## config.mk

```make
export PLATFORM = sky130hd
export DESIGN_NAME = comparator_debounce_tracker_flat
export DESIGN_NICKNAME = d
export VERILOG_FILES = /design/src/rtl/comparator_debounce_tracker_if.sv /design/src/rtl/comparator_debounce_tracker.sv /design/src/flat_wrapper.sv
export SDC_FILE = /design/constraint.sdc
export NUM_CORES = 1
export LEC_CHECK = 0
export CAP_MARGIN = 20
export CORE_UTILIZATION = 63
export DETAILED_ROUTE_END_ITERATION = 8
export DONT_BUFFER_PORTS = 1
export GPL_TIMING_DRIVEN = 0
export PLACE_DENSITY_LB_ADDON = 0.1
export RECOVER_POWER = 100
export SYNTH_ARGS = -nofsm -noshare
export SYNTH_HDL_FRONTEND = slang
export SYNTH_SLANG_ARGS = --single-unit
```

## constraint.sdc

```tcl
create_clock -name Clock_In -period 2.7 [get_ports Clock_In]
set_input_delay 0.54 -clock Clock_In [delete_from_list [all_inputs] [get_ports Clock_In]]
set_output_delay 0.54 -clock Clock_In [all_outputs]
set_load 0.005 [all_outputs]
```

## src/rtl/comparator_debounce_tracker_if.sv

```systemverilog
// Flag inputs and tracker outputs between the comparator side and the debounce tracker.
// COMPARE_EVENT_COUNT_EN adds the rise/fall event counter outputs.
interface comparator_debounce_tracker_if
`ifdef COMPARE_EVENT_COUNT_EN
  #(parameter int unsigned COUNT_WIDTH = 16)
`endif
  ;
  logic       Enable_In;
  logic       Clear_In;
  logic       Sample_Valid_In;
  logic       A_gt_B_In;
  logic       A_eq_B_In;
  logic       A_lt_B_In;
  logic [1:0] State_Out;
  logic       State_Valid_Out;
  logic       Change_Pulse_Out;
  logic       Error_Out;
`ifdef COMPARE_EVENT_COUNT_EN
  logic [COUNT_WIDTH-1:0] Rise_Count_Out;
  logic [COUNT_WIDTH-1:0] Fall_Count_Out;

  modport master (
    output Enable_In, Clear_In, Sample_Valid_In, A_gt_B_In, A_eq_B_In, A_lt_B_In,
    input  State_Out, State_Valid_Out, Change_Pulse_Out, Error_Out,
    input  Rise_Count_Out, Fall_Count_Out
  );

  modport slave (
    input  Enable_In, Clear_In, Sample_Valid_In, A_gt_B_In, A_eq_B_In, A_lt_B_In,
    output State_Out, State_Valid_Out, Change_Pulse_Out, Error_Out,
    output Rise_Count_Out, Fall_Count_Out
  );
`else
  modport master (
    output Enable_In, Clear_In, Sample_Valid_In, A_gt_B_In, A_eq_B_In, A_lt_B_In,
    input  State_Out, State_Valid_Out, Change_Pulse_Out, Error_Out
  );

  modport slave (
    input  Enable_In, Clear_In, Sample_Valid_In, A_gt_B_In, A_eq_B_In, A_lt_B_In,
    output State_Out, State_Valid_Out, Change_Pulse_Out, Error_Out
  );
`endif
endinterface

```

## src/rtl/comparator_debounce_tracker.sv

```systemverilog
// Debounces comparator gt/eq/lt flags into a committed relation state with change/error flags.
// COMPARE_EVENT_COUNT_EN adds saturating rise/fall commit counters.
module comparator_debounce_tracker #(
`ifdef COMPARE_EVENT_COUNT_EN
  parameter int unsigned COUNT_WIDTH    = 16,
`endif
  parameter int unsigned DEBOUNCE_COUNT = 4,
  parameter int unsigned RUN_WIDTH      = 8
) (
  input logic                          Clock_In,
  input logic                          Reset_In,
  comparator_debounce_tracker_if.slave bus
);

  // Encoding order matches relation order, so magnitude compare gives rise/fall.
  typedef enum logic [1:0] {
    StUnknown = 2'b00,
    StLt      = 2'b01,
    StEq      = 2'b10,
    StGt      = 2'b11
  } state_e;

  localparam logic [RUN_WIDTH-1:0] RunTarget = RUN_WIDTH'(DEBOUNCE_COUNT);
  localparam logic [RUN_WIDTH-1:0] RunOne    = RUN_WIDTH'(1);

  if (DEBOUNCE_COUNT < 1 || DEBOUNCE_COUNT > 255 ||
      DEBOUNCE_COUNT >= (64'd1 << RUN_WIDTH)) begin : g_bad_param
    $error("DEBOUNCE_COUNT out of range or does not fit in RUN_WIDTH");
  end

  state_e               state_q, state_d;
  state_e               cand_q, cand_d;
  logic [RUN_WIDTH-1:0] run_q, run_d;
  logic                 change_q, change_d;
  logic                 error_q, error_d;

  logic   [2:0] flags;
  logic         flags_legal;
  state_e       sample_cls;
  logic         sample_take;
  logic         commit;

  assign flags       = {bus.A_gt_B_In, bus.A_eq_B_In, bus.A_lt_B_In};
  assign sample_take = bus.Enable_In & bus.Sample_Valid_In;

  // Non-matching patterns (including X/Z) fall into default and are illegal.
  always_comb begin
    flags_legal = 1'b1;
    sample_cls  = StUnknown;
    case (flags)
      3'b100:  sample_cls = StGt;
      3'b010:  sample_cls = StEq;
      3'b001:  sample_cls = StLt;
      default: flags_legal = 1'b0;
    endcase
  end

  always_comb begin
    state_d = state_q;
    cand_d  = cand_q;
    run_d   = run_q;
    error_d = error_q;
    commit  = 1'b0;

    if (!bus.Enable_In) begin
      run_d = '0;
    end else if (sample_take) begin
      if (!flags_legal) begin
        error_d = 1'b1;
        run_d   = '0;
      end else begin
        if (sample_cls == cand_q) begin
          if (run_q < RunTarget) begin
            run_d = run_q + RunOne;
          end
        end else begin
          cand_d = sample_cls;
          run_d  = RunOne;
        end
        if (run_d == RunTarget && cand_d != state_q) begin
          commit  = 1'b1;
          state_d = cand_d;
        end
      end
    end

    change_d = commit;
  end

  always_ff @(posedge Clock_In) begin
    if (Reset_In) begin
      state_q  <= StUnknown;
      cand_q   <= StUnknown;
      run_q    <= '0;
      change_q <= 1'b0;
      error_q  <= 1'b0;
    end else if (bus.Clear_In) begin
      state_q  <= StUnknown;
      cand_q   <= StUnknown;
      run_q    <= '0;
      change_q <= 1'b0;
      error_q  <= 1'b0;
    end else begin
      state_q  <= state_d;
      cand_q   <= cand_d;
      run_q    <= run_d;
      change_q <= change_d;
      error_q  <= error_d;
    end
  end

  assign bus.State_Out        = state_q;
  assign bus.State_Valid_Out  = (state_q != StUnknown);
  assign bus.Change_Pulse_Out = change_q;
  assign bus.Error_Out        = error_q;

`ifdef COMPARE_EVENT_COUNT_EN
  logic [COUNT_WIDTH-1:0] rise_q, rise_d;
  logic [COUNT_WIDTH-1:0] fall_q, fall_d;

  // Leaving UNKNOWN is not an event; only moves between stable states count.
  always_comb begin
    rise_d = rise_q;
    fall_d = fall_q;
    if (commit && state_q != StUnknown) begin
      if (state_d > state_q) begin
        if (rise_q != '1) begin
          rise_d = rise_q + COUNT_WIDTH'(1);
        end
      end else if (fall_q != '1) begin
        fall_d = fall_q + COUNT_WIDTH'(1);
      end
    end
  end

  always_ff @(posedge Clock_In) begin
    if (Reset_In) begin
      rise_q <= '0;
      fall_q <= '0;
    end else if (bus.Clear_In) begin
      rise_q <= '0;
      fall_q <= '0;
    end else begin
      rise_q <= rise_d;
      fall_q <= fall_d;
    end
  end

  assign bus.Rise_Count_Out = rise_q;
  assign bus.Fall_Count_Out = fall_q;
`endif

endmodule

```

## src/flat_wrapper.sv

```systemverilog
// flat-port wrapper written by rule: the top's interface ports become plain ports
module comparator_debounce_tracker_flat 
#(

  parameter int unsigned DEBOUNCE_COUNT = 4,
  parameter int unsigned RUN_WIDTH      = 8
)
  (Clock_In, Reset_In, bus_Enable_In, bus_Clear_In, bus_Sample_Valid_In, bus_A_gt_B_In, bus_A_eq_B_In, bus_A_lt_B_In, bus_State_Out, bus_State_Valid_Out, bus_Change_Pulse_Out, bus_Error_Out);
  comparator_debounce_tracker_if bus_i ();
  input logic Clock_In;
  input logic Reset_In;
  input wire logic [$bits(bus_i.Enable_In)-1:0] bus_Enable_In;
  input wire logic [$bits(bus_i.Clear_In)-1:0] bus_Clear_In;
  input wire logic [$bits(bus_i.Sample_Valid_In)-1:0] bus_Sample_Valid_In;
  input wire logic [$bits(bus_i.A_gt_B_In)-1:0] bus_A_gt_B_In;
  input wire logic [$bits(bus_i.A_eq_B_In)-1:0] bus_A_eq_B_In;
  input wire logic [$bits(bus_i.A_lt_B_In)-1:0] bus_A_lt_B_In;
  output wire logic [$bits(bus_i.State_Out)-1:0] bus_State_Out;
  output wire logic [$bits(bus_i.State_Valid_Out)-1:0] bus_State_Valid_Out;
  output wire logic [$bits(bus_i.Change_Pulse_Out)-1:0] bus_Change_Pulse_Out;
  output wire logic [$bits(bus_i.Error_Out)-1:0] bus_Error_Out;
  assign bus_i.Enable_In = bus_Enable_In;
  assign bus_i.Clear_In = bus_Clear_In;
  assign bus_i.Sample_Valid_In = bus_Sample_Valid_In;
  assign bus_i.A_gt_B_In = bus_A_gt_B_In;
  assign bus_i.A_eq_B_In = bus_A_eq_B_In;
  assign bus_i.A_lt_B_In = bus_A_lt_B_In;
  assign bus_State_Out = bus_i.State_Out;
  assign bus_State_Valid_Out = bus_i.State_Valid_Out;
  assign bus_Change_Pulse_Out = bus_i.Change_Pulse_Out;
  assign bus_Error_Out = bus_i.Error_Out;
  comparator_debounce_tracker #(.DEBOUNCE_COUNT(DEBOUNCE_COUNT), .RUN_WIDTH(RUN_WIDTH)) u_core (.Clock_In(Clock_In), .Reset_In(Reset_In), .bus(bus_i));
endmodule
```

==> results.cfg <==
[route]
drt_iter0_markers = 22
drc = 0
num_vias = 745
first_pass_iters = 4
ant_nets = 0
routed_via_density = 6.48
avgRoutedWirePerCell_um = 14.7
finalWirelength_mm = 1.70

[timing]
period_share_pct = 59.6
finalCriticalPeriod_ns = 1.61
setup_tns_ns = 0
fin_skew_ns = 0.00453
drv_slew = 0
max-slew-margin-rel_pct = 71.1
timing.fmax_mhz = 621
tightestPinTransition_ns = 0.431
setup_viol = 0
hold_viol = 0
rsz0062_at_grt = no

[clock_network]
clk_latency_ns = 0.28
ctsResizeCount = 0
path_clk_slew_ns = 0.08
post-cts-setup-buffers = 0
cts_tree = yes
h-tree-depth = 1
cts_root_buffer = clkbuf_4
clockBufferDepth = 2
hold_buffers = 0
numCtsBuffers = 3
cts.sinks = 14

[global_routing]
gr-total-overflow = 0
grt_pass1_wl_mm = 2.54
grt_pass1_vias = 622
grt_max_degree = 11
antenna_found_initial = 0
grt_usage_pct = 24.9

[layout]
nets = 111
drive_above_1_share_pct = 16.8
insertedDiodeCount = 0
final_util_pct = 76.2
syn_to_final_growth_pct = 4.34

[worst_hold_path]
min_from = Reset_In
hp-class = primary input to flop
hold_depth = 1
hold_end = u_core.bus.Change_Pulse_Out$_SDFF_PP0_

[critical_path]
start_kind = flop
reg2reg_from = u_core.cand_q[0]$_SDFFE_PP0P_
cp_slowest_cell = dfxtp_1
cp.depth = 5
rr_endpoint = u_core.run_q[4]$_SDFFE_PP0P_
critPathMaxStageDelay_ns = 0.42
cp_num_buf_inv = 0
r2r_slack_ns = 1.09
path_common_cell = and2_0
path_max_fanout = 6
required_ns = 2.92
path_cells = nand3b_1 > or3_1 > and2_0 > a21oi_1 > and2_0
r2r_cells = 5
arrival_ns = 1.83
crit_type = flop to flop
cp-end-kind = flop
path_delay_family = simple AND/OR/NAND/NOR gates

[floorplanning]
die_width_um = 39.1
coreArea_um2 = 1190
die_area_um2 = 1530
fp.dieH_um = 39.1
num_io_pins = 13
placementRows = 12
start_util_pct = 73.0

[synthesis]
synthArstFlopShare_pct = 0
yosysWarnings = 0
syn_nets = 106
synth.distinct_cells = 44
synthTopCellsByArea = dfxtp_1 32%, and2_1 5.8%, a21oi_1 4.0%
syn_area_per_cell_um2 = 8.93
synthCells = 97
ys_ff_latch = 14
yosysSeqAreaShare_pct = 32.4
synth-edff-count = 0
yosysTopAreaCell = dfxtp_1
netlist_area_um2 = 866
yosysTopAreaCellShare_pct = 32.4
ys.flop_type = dfxtp_1

[place]
port_buffers = 0
gp_routability_congestion = 0.814
dp_hpwl_mm = 1.25

[flow_run]
drv_cap = 0

[power_and_ir_drop]
p_leak_uw = 0.000335
ir_drop_v = 0.000362
p_per_area_nw_per_um2 = 442

[outcome]
status = completed
## worst reg2reg max path, cell delays in order (launching register included)
cell	delay, ns
dfxtp_1	0.42
nand3b_1	0.12
or3_1	0.36
and2_0	0.19
a21oi_1	0.29
and2_0	0.18
## stage by stage
stage	cells	total power, uW	area [um^2]	hold WS, ns	setup slack [ns]
finish	115	399	903	0.318	1.09
CTS	115	402	920	0.314	1.10
detailed placement	111	257	883	0.471	0.998
global route	115	411	903	0.308	0.915
floorplan	97	251	866	0.451	1.08
global placement	111	257	883	0.463	1.01
## per-layer routing
metal | vias up | track usage [%] | share of wire (%)
met2 | 26 | 40.4 | 46
met4 | 0 | 7.76 | 0.71
met3 | 2 | 7.51 | 5.6
met1 | 348 | 31.2 | 48
met5 | - | 0 | 0
li1 | 369 | - | -
## final cells by class
type / instances / area, um^2
buffer: 4 / 31.3
inverter: 2 / 7.51
sequential: 14 / 280
multi-input combinational: 77 / 531
fill: 98 / 283
clock buffer: 4 / 36.3
tap: 14 / 17.5
## worst max-delay path by stage
stage / from / endpoint / slack [ns]
after floorplan: bus_A_lt_B_In / u_core.bus.State_Out[0]$_SDFFE_PP0P_ / 1.08
after global placement: bus_A_lt_B_In / u_core.bus.State_Out[0]$_SDFFE_PP0P_ / 1.01
after detailed placement: bus_A_lt_B_In / u_core.bus.State_Out[0]$_SDFFE_PP0P_ / 1.0
after CTS: u_core.bus.State_Out[0]$_SDFFE_PP0P_ / u_core.bus.State_Out[0]$_SDFFE_PP0P_ / 1.10
after global routing: u_core.cand_q[0]$_SDFFE_PP0P_ / u_core.run_q[7]$_SDFFE_PP0P_ / 0.91
final: u_core.cand_q[0]$_SDFFE_PP0P_ / u_core.run_q[4]$_SDFFE_PP0P_ / 1.09
## power by group
part	internal [uW]	total [uW]	switching, uW
Sequential	207	209	1.28
Combinational	19.1	43.0	23.9
Clock	82.1	148	65.7
## sequential cells by signal (all words and copies together) (netlist names)
signal / flops
u_core.bus.Error_Out: 1
u_core.run_q: 8
u_core.bus.State_Out: 2
u_core.cand_q: 2
u_core.bus.Change_Pulse_Out: 1
## cells in the final DEF, fill, tap and decap left out, types with 2 or more instances in the layout
cell type / n
nor3_1: 4
nor2_1: 5
xnor2_1: 2
inv_1: 2
nand2_1: 9
dfxtp_1: 14
and2_0: 6
buf_6: 2
and2_1: 2
nor3_2: 3
nor2b_1: 2
clkbuf_4: 3
o21ai_0: 2
nor4_1: 3
a21oi_1: 8
nand4b_1: 2
mux2i_1: 3
## cells in the mapped netlist (2+ instances only)
master    number
dfxtp_1       14
nand2_1        9
and2_1         8
a21oi_1        7
nor2_1         5
nor3_1         4
mux2i_1        3
nor3_2         3
nor4_1         3
buf_6          2
inv_1          2
nand4b_1       2
nor2b_1        2
o21ai_0        2
xnor2_1        2
## kinds of logic after synthesis
logic type / after synthesis / synth area share, %
AO/OA/AOI/OAI: 21 / 17.9
XOR/XNOR: 3 / 3.90
adder cells (fa/ha/maj): 2 / 2.75
buffers and inverters: 6 / 4.48
flip-flops: 14 / 32.4
multiplexers: 3 / 3.47
AND/OR/NAND/NOR: 48 / 35.1
Note: power is estimated with default switching activity, not from simulation.
